File: config.mk
export PLATFORM = sky130hd
export DESIGN_NAME = mem_arbiter
export DESIGN_NICKNAME = d
export VERILOG_FILES = /design/src/rtl/mem_arbiter.sv
export SDC_FILE = /design/constraint.sdc
export NUM_CORES = 1
export LEC_CHECK = 0
export CORE_AREA = 2 2 120 122
export DETAILED_ROUTE_END_ITERATION = 6
export DIE_AREA = 0 0 122 124
export PLACE_DENSITY = 0.76
export SYNTH_ARGS = -nofsm -noshare
export SYNTH_HDL_FRONTEND = slang
export SYNTH_SLANG_ARGS = --single-unit
export TNS_END_PERCENT = 100
File: constraint.sdc
create_clock -name clock -period 4.5 [get_ports clock]
set_clock_uncertainty 0.05 [all_clocks]
set_input_delay 1.35 -clock clock [delete_from_list [all_inputs] [get_ports clock]]
set_output_delay 1.35 -clock clock [all_outputs]
set_load 0.02 [all_outputs]
File: src/rtl/mem_arbiter.sv
// rtl/mem_arbiter.sv - round-robin instruction/data arbiter for one shared byte-laned memory
// Grants one port per cycle, checks alignment, routes registered read data and counts grants.
module mem_arbiter #(
   parameter int COUNT_W = 16
) (
   input  logic               clock,
   input  logic               reset,
   input  logic               i_req,
   input  logic [31:0]        i_addr,
   input  logic [3:0]         i_width,
   output logic               i_gnt,
   output logic               i_rvalid,
   output logic [31:0]        i_rdata,
   output logic               i_err,
   input  logic               d_req,
   input  logic               d_write,
   input  logic [31:0]        d_addr,
   input  logic [3:0]         d_width,
   input  logic [31:0]        d_wdata,
   output logic               d_gnt,
   output logic               d_rvalid,
   output logic [31:0]        d_rdata,
   output logic               d_err,
   output logic [31:0]        m_address,
   output logic [3:0]         m_width,
   output logic               m_write_en,
   output logic [31:0]        m_data_in,
   input  logic [31:0]        m_data_out,
   output logic [COUNT_W-1:0] i_count,
   output logic [COUNT_W-1:0] d_count
);

   typedef enum logic {PORT_I = 1'b0, PORT_D = 1'b1} port_t;

   port_t              last_q;
   port_t              resp_port_q;
   logic               resp_pend_q;
   logic               resp_err_q;
   logic [COUNT_W-1:0] i_cnt_q;
   logic [COUNT_W-1:0] d_cnt_q;
   logic               sel_legal;

   function automatic logic is_legal(input logic [31:0] addr, input logic [3:0] width);
      case (width)
         4'd1:    return 1'b1;
         4'd2:    return ~addr[0];
         4'd4:    return (addr[1:0] == 2'b00);
         default: return 1'b0;
      endcase
   endfunction

   always_comb begin
      i_gnt      = 1'b0;
      d_gnt      = 1'b0;
      sel_legal  = 1'b0;
      m_address  = '0;
      m_width    = '0;
      m_write_en = 1'b0;
      m_data_in  = '0;
      if (reset) begin
         if (i_req && (!d_req || last_q == PORT_D))
            i_gnt = 1'b1;
         else if (d_req)
            d_gnt = 1'b1;
      end
      // Illegal accesses still take the grant but leave the memory untouched.
      if (i_gnt) begin
         sel_legal = is_legal(i_addr, i_width);
         m_address = i_addr;
         m_width   = sel_legal ? i_width : 4'd0;
      end else if (d_gnt) begin
         sel_legal  = is_legal(d_addr, d_width);
         m_address  = d_addr;
         m_width    = sel_legal ? d_width : 4'd0;
         m_write_en = sel_legal && d_write;
         m_data_in  = d_wdata;
      end
   end

   always_ff @(posedge clock) begin
      if (!reset) begin
         last_q      <= PORT_D;
         resp_port_q <= PORT_I;
         resp_pend_q <= 1'b0;
         resp_err_q  <= 1'b0;
         i_cnt_q     <= '0;
         d_cnt_q     <= '0;
      end else begin
         resp_pend_q <= i_gnt || (d_gnt && (!d_write || !sel_legal));
         resp_port_q <= d_gnt ? PORT_D : PORT_I;
         resp_err_q  <= !sel_legal;
         if (i_gnt) begin
            last_q <= PORT_I;
            if (i_cnt_q != '1)
               i_cnt_q <= i_cnt_q + COUNT_W'(1);
         end
         if (d_gnt) begin
            last_q <= PORT_D;
            if (d_cnt_q != '1)
               d_cnt_q <= d_cnt_q + COUNT_W'(1);
         end
      end
   end

   // Response outputs are gated by reset so a read granted just before reset is dropped.
   assign i_rvalid = reset && resp_pend_q && (resp_port_q == PORT_I);
   assign d_rvalid = reset && resp_pend_q && (resp_port_q == PORT_D);
   assign i_err    = i_rvalid && resp_err_q;
   assign d_err    = d_rvalid && resp_err_q;
   assign i_rdata  = (i_rvalid && !resp_err_q) ? m_data_out : 32'd0;
   assign d_rdata  = (d_rvalid && !resp_err_q) ? m_data_out : 32'd0;
   assign i_count  = reset ? i_cnt_q : '0;
   assign d_count  = reset ? d_cnt_q : '0;

endmodule
Word-level counts from Yosys, hierarchy flattened
Cells that the tools add are included.

operators by class
  eq/ne operators = 8
  reduce and logical (&&, ||, !) cells = 22
  muxes and demuxes = 27
  bitwise operators = 4
  add/sub/neg operators = 2

operator list
  operator                 number
  $mux W32                 6
  $add A16 B1 Y16 const B  2
  $mux W16                 2
  $ne A16 B16 Y1 const B   2
  $mux W4                  4
  $mux W1                  13
  $logic_and A1 B1 Y1      10
  $eq A4 B1 Y1 const B     2
  $eq A4 B2 Y1 const B     2
  $eq A4 B3 Y1 const B     2
  $pmux W1 S3              2
  $logic_not A1 Y1         4
  $logic_not A2 Y1         2
  $not A1 Y1               4
  $reduce_and A2 Y1        2
  $logic_or A1 B1 Y1       3
  $reduce_or A2 Y1         1

storage, ports and cells
  register bits after elaboration = 36
  output and inout bits = 171
  input port bits = 141
  word-level logic and storage cells = 69

Logic depth before layout (Yosys ltp)
Gate-level depths: netlist of the first run.

  word-level depth = 13
  gate-level depth with buffers = 6

Worst setup path after synthesis of the first run
Ideal clock, no wire load.

  path kind = input to output
  from = input d_req
  to = output m_address[22]
  setup slack = 543 ps
  data required time = 3100 ps
  stages on the path = 5
  arrival time = 2557 ps
  buffers on the path = 1
  cell sequence = nand2b_1 > nand3_1 > clkinv_1 > buf_1 > a22o_1

RTL lines
  element              line  text
  from (decl)          15    input logic d_req,
  $logic_not A1 Y1     61    if (i_req && (!d_req || last_q == PORT_D))
  $logic_or A1 B1 Y1   61
  $logic_and A1 B1 Y1  61
  $mux W1              61
  $mux W1              60    if (reset) begin
  net i_gnt            11    output logic i_gnt,
  $mux W32             67    if (i_gnt) begin
  to (decl)            24    output logic [31:0] m_address,

The timed path passes the listed nets, and every way through them passes these cells.

Final worst setup path of the first run
  from = input d_req
  to = output m_data_in[10]

on the way
  cells in the longest elaborated chain, start to end = 7

RTL lines
  element              line  text
  $logic_not A1 Y1     61
  $logic_or A1 B1 Y1   61
  $logic_and A1 B1 Y1  61
  $mux W1              61
  $mux W1              60
  $mux W32             71    end else if (d_gnt) begin
  $mux W32 (*)         67
  to (decl)            27    output logic [31:0] m_data_in,

Every way passes the cells marked *; elsewhere a longest branch is shown, timed or not.

==> impl_metrics.csv, run 1 <==
group,metric,value,unit
clock_tree,holdBufCountCts,0,
die,dieArea,0.0151,mm^2
critical_path,path_class,"in -> out",
sta,fin_ws,0.0417,ns
drt,drt-total-wl,14800,um
critical_path,critPathMaxStageDelay,0.61,ns
sta,worst_pin_slew,0.782,ns
grt,grt_pass1_vias,3736,
die,die_y,124,um
synth,syn_nets,554,
die,core,0.0137,mm^2
layout,final_cell_mix,"clkdlybuf4s50_1, and2_1, and3_1",
sta,fin_setup_tns,0,ns
critical_path,crit_fanout,37,
placement,place_congestion,0.859,
power_and_ir_drop,power,1060,uW
grt,gr-total-overflow,0,
layout,utilization,49.4,%
synth,netlist_instances,411,
placement,port_buffers,310,
power_and_ir_drop,p_per_area,156,mW/mm^2
die,initial_core_util,22.8,%
drt,vias,4213,
clock_tree,cts_tree,"done",
clock_tree,cts_buffers,5,
layout,regArea,721,um^2
power_and_ir_drop,p_leak,0.00321,uW
grt,track_usage,17.4,%
sta,hold_violations,0,
sta,setup_viol,0,
sta,finalCritPeriodShare,99.1,%
status,status,"complete, no violations",
sta,drv_slew,0,
synth,synth_edf_count,0,
synth,synth.cell_area,0.00313,mm^2
layout,syn_to_final_growth,117,%
layout,instances_no_fill,908,
layout,final_nets,870,
critical_path,cp.required,3.10,ns
grt,antenna_found_initial,0,
synth,ys.warnings.count,0,
synth,ys_seq_area_share,23.0,%
drt,wl_per_cell,16.3,um
layout,drive_above_1_share,10.0,%
clock_tree,root_buffer,"clkbuf_16",
drt,drc_errors,0,
synth,ys_types,52,
placement,dp.cells,900,
critical_path,critPathSlowestCell,"clkdlybuf4s50_1",
placement,dp_hpwl,11800,um
clock_tree,cts_buffer_depth,2,
grt,grt_pass1_wl,20800,um
die,die_x,122,um
clock_tree,clkSinkCount,36,
die,rows,43,
clock_tree,cts.reportedPaths.clkPinSlew,0.05,ns
power_and_ir_drop,peakVddDrop,0.168,mV
die,ios,312,
critical_path,crit_arrival,3.06,ns
placement,post-place-ws,-0.297,ns
layout,diodes,0,
drt,viasPerCell,4.64,
layout,fillers,1329,
synth,ys_dominant_reg_cell,"dfxtp_1",
synth,async_flop_share,0,%
clock_tree,htreeDepth,2,
layout,multi_input_area,0.00223,mm^2
sta,maxSlewHeadroom,47.6,%
worst_hold_path,hold_class,"reg -> reg",
clock_tree,clock_latency,0.28,ns
critical_path,cp-end-kind,"output port",
critical_path,start_kind,"input port",
synth,ys_seq_elements,36,
grt,grt_start_max_net_pins,39,
critical_path,cp_common_cell,"clkdlybuf4s50_1",
sta,min_period,4.46,ns
synth,synth.avg_cell_area,7.61,um^2
drt,dr.first_iter.drc_count,259,
flow_run,max_cap_viol_count,0,
clock_tree,post-cts-setup-buffers,0,
drt,drtAntennaViolNets,0,
critical_path,path_cells,"clkdlybuf4s50_1 > and2_1 > buf_12 > and3_1 > clkdlybuf4s50_1",
layout,layout_commonest_cell,"clkdlybuf4s50_1",
clock_tree,cts_resized,42,
drt,first_pass_iters,4,
sta,max_freq,224,MHz
## worst max-delay path, delay by kind of cell
| family | cells | cell delay, ns |
|---|---|---|
| buf+inv | 3 | 1.30 |
| simple gates | 2 | 0.39 |
## report_power, final
group / switching, uW / total, uW / internal (uW)
Combinational: 161 / 375 / 215
Sequential: 5.48 / 331 / 326
Clock: 131 / 349 / 218
## kinds of logic (layout without fill, tap and decap cells)
family                   count (synthesis)  after routing  share of synthesized area [%]
AO/OA/AOI/OAI                           76             76                           18.7
adder cells (fa/ha/maj)                  2              2                          0.800
buffers and inverters                   46            363                           6.16
flip-flops                              36             36                           23.0
multiplexers                            20             20                           6.92
other                                    1              1                          0.120
AND/OR/NAND/NOR                        230            230                           44.2
## sequential cells by signal (all words and copies together), names as in the netlist
signal,count
d_cnt_q,16
i_cnt_q,16
last_q,1
resp_err_q,1
resp_pend_q,1
resp_port_q,1
## synth_stat cells, types with 4 or more instances
cell type	count	area share, %
nand3_1	6	0.96
nor2_1	24	2.9
nor4_1	6	1.2
a21oi_1	11	1.8
a211oi_1	7	1.7
nor3_1	5	0.80
inv_1	13	1.6
buf_4	4	0.96
nand2_1	23	2.8
o21ai_0	6	0.96
and2_1	89	18
mux2_2	13	4.7
and3_1	38	7.6
clkbuf_1	21	2.5
a22o_1	34	9.5
o31ai_1	7	1.7
dfxtp_1	36	23
nand4_1	9	1.8
a31oi_1	4	0.80
mux2i_1	7	2.2
## cell type report
| class | count | share of cell area, % |
|---|---|---|
| timing repair buffer | 339 | 50.1 |
| multi-input combinational | 329 | 32.8 |
| sequential | 36 | 10.6 |
| tap | 180 | 3.32 |
| clock buffer | 6 | 2.05 |
| inverter | 16 | 0.886 |
| clock inverter | 2 | 0.148 |
## metal layers
layer  track usage, %  wire length, um  up-vias
met2             30.5             7450      155
met4             1.58               75        0
li1                 -                -     2114
met3             4.12             1030        7
met5                0                0        -
met1             22.6             6210     1937
## per-stage QoR
stage	instance area, um^2	hold WS (ns)
after floorplan	3130	0.401
after global placement	6590	0.419
after detailed placement	6590	0.441
after CTS	6710	0.454
after global routing	6780	0.476
final	6780	0.453
## path summary, 6_finish.rpt
| check | to | startpoint | slack [ns] | depth (start not counted) |
|---|---|---|---|---|
| setup / recovery | m_data_in[10] | d_req | 0.04 | 5 |
| hold reg to reg | d_cnt_q[8] | d_cnt_q[8] | 0.45 | 1 |
| setup reg to reg | d_cnt_q[1] | d_cnt_q[0] | 2.37 | 5 |
| hold / removal | d_cnt_q[8] | d_cnt_q[8] | 0.45 | 1 |
No activity file was read; power rests on OpenSTA's default activity.
==> run 2, diff against run 1 <==
--- a/config.mk
+++ b/config.mk
@@ -5,10 +5,12 @@
 export SDC_FILE = /design/constraint.sdc
 export NUM_CORES = 1
 export LEC_CHECK = 0
+export ABC_CLOCK_PERIOD_IN_PS = 4500
 export CORE_AREA = 2 2 120 122
 export DETAILED_ROUTE_END_ITERATION = 6
 export DIE_AREA = 0 0 122 124
 export PLACE_DENSITY = 0.76
+export RECOVER_POWER = 100
 export SYNTH_ARGS = -nofsm -noshare
 export SYNTH_HDL_FRONTEND = slang
 export SYNTH_SLANG_ARGS = --single-unit
==> run 2 against run 1 <==
Via count hardly changed. Cell count stayed put. Core utilization is 1.8 points lower. Sequential share of layout area is 0.41 points higher. Maximum frequency hardly changed. Clock-buffer cell count stayed put. Critical endpoint unchanged. Largest cell class unchanged.
==> impl_metrics.csv, run 2 (synthesis results as in run 1) <==
group,metric,value,unit
status,status,"complete, no violations",
placement,port_buffers,310,
drt,wl_per_cell,16.3,um
grt,grt_pass1_wl,20800,um
layout,layout_commonest_cell,"clkdlybuf4s50_1",
placement,post-place-ws,-0.297,ns
critical_path,crit_arrival,3.06,ns
clock_tree,clock_latency,0.28,ns
grt,gr-total-overflow,0,
drt,first_pass_iters,4,
layout,drive_above_1_share,8.93,%
placement,dpl_cell_area,0.00659,mm^2
sta,worst_pin_slew,0.737,ns
sta,drv_slew,0,
layout,final_nets,870,
placement,dp_hpwl,11800,um
clock_tree,holdBufCountCts,0,
critical_path,path_class,"in -> out",
grt,grt_start_max_net_pins,39,
drt,dr.first_iter.drc_count,276,
critical_path,crit_fanout,37,
layout,syn_to_final_growth,109,%
sta,holdWs,0.453,ns
power_and_ir_drop,p_leak,0.00306,uW
grt,track_usage,17.4,%
clock_tree,cts_buffer_depth,2,
sta,min_period,4.46,ns
flow_run,max_cap_viol_count,0,
drt,drtAntennaViolNets,0,
die,die_x,122,um
power_and_ir_drop,p_per_area,160,mW/mm^2
clock_tree,cts.reportedPaths.clkPinSlew,0.05,ns
critical_path,start_kind,"input port",
placement,place_congestion,0.859,
sta,rsz0062_at_grt,"false",
layout,diodes,0,
drt,drt-total-wl,14800,um
clock_tree,cts_tree,"done",
sta,fin_ws,0.0377,ns
die,rows,43,
power_and_ir_drop,peakVddDrop,0.167,mV
worst_hold_path,hold_class,"reg -> reg",
layout,top_regs,"d_cnt_q: 16 flops, i_cnt_q: 16 flops",
die,initial_core_util,22.8,%
drt,drc_errors,0,
die,dieArea,0.0151,mm^2
die,core,0.0137,mm^2
sta,setup_viol,0,
sta,finalCritPeriodShare,99.2,%
clock_tree,post-cts-setup-buffers,0,
die,die_y,124,um
clock_tree,clkSinkCount,36,
sta,hold_violations,0,
sta,maxSlewHeadroom,49.6,%
grt,antenna_found_initial,0,
drt,vias,4214,
sta,max_freq,224,MHz
critical_path,r2r_slack,2.43,ns
die,ios,312,
clock_tree,htreeDepth,2,
grt,grt_pass1_vias,3736,
layout,utilization,47.6,%
drt,viasPerCell,4.64,
layout,finalInstanceArea,0.00653,mm^2
clock_tree,root_buffer,"clkbuf_16",
critical_path,cp-end-kind,"output port",
layout,final_cell_mix,"clkdlybuf4s50_1, dlygate4sd3_1, and2_1",
clock_tree,cts_buffers,5,
sta,fin_setup_tns,0,ns
critical_path,cp.required,3.10,ns
-- run 2: repair_timing --
action,in CTS,in global routing
hold endpoints to repair,0,0
resized for setup,42,35
setup endpoints to repair,163,69
-- run 2: layer usage --
layer / part of all wire, % / track usage (%) / up-vias
li1: - / - / 2115
met1: 42 / 22.6 / 1932
met2: 51 / 30.5 / 160
met3: 6.6 / 4.12 / 7
met5: 0 / 0 / -
met4: 0.47 / 1.58 / 0
-- run 2: area by class of cell --
| cell class | instances | area, um^2 |
|---|---|---|
| sequential | 36 | 721 |
| clock inverter | 2 | 10.0 |
| inverter | 16 | 60.1 |
| clock buffer | 6 | 139 |
| tap | 180 | 225 |
| timing repair buffer | 339 | 3180 |
| fill | 1381 | 7190 |
| multi-input combinational | 329 | 2190 |
-- run 2: worst max-delay path, stage by stage --
cell	delay, ns
clkdlybuf4s50_1	0.50
and2_1	0.21
buf_12	0.19
and3_1	0.17
clkdlybuf4s50_1	0.61
-- run 2: power by group --
| group | total (uW) | switching, uW | internal, uW |
|---|---|---|---|
| logic | 362 | 159 | 203 |
| clock network | 350 | 132 | 218 |
| registers | 331 | 5.50 | 326 |
| total | 1040 | 297 | 747 |
-- run 2: stage by stage --
stage | total power, uW | cells
floorplan | 475 | 411
global placement | 724 | 900
detailed placement | 726 | 900
CTS | 1060 | 908
global route | 1090 | 908
finish | 1040 | 908
-- run 2: path summary, 6_finish.rpt --
kind	endpoint	from	depth (start not counted)
setup / recovery	m_data_in[10]	d_req	5
hold / removal	d_cnt_q[8]	d_cnt_q[8]	1
setup reg to reg	d_cnt_q[6]	d_cnt_q[0]	5
hold reg to reg	d_cnt_q[8]	d_cnt_q[8]	1
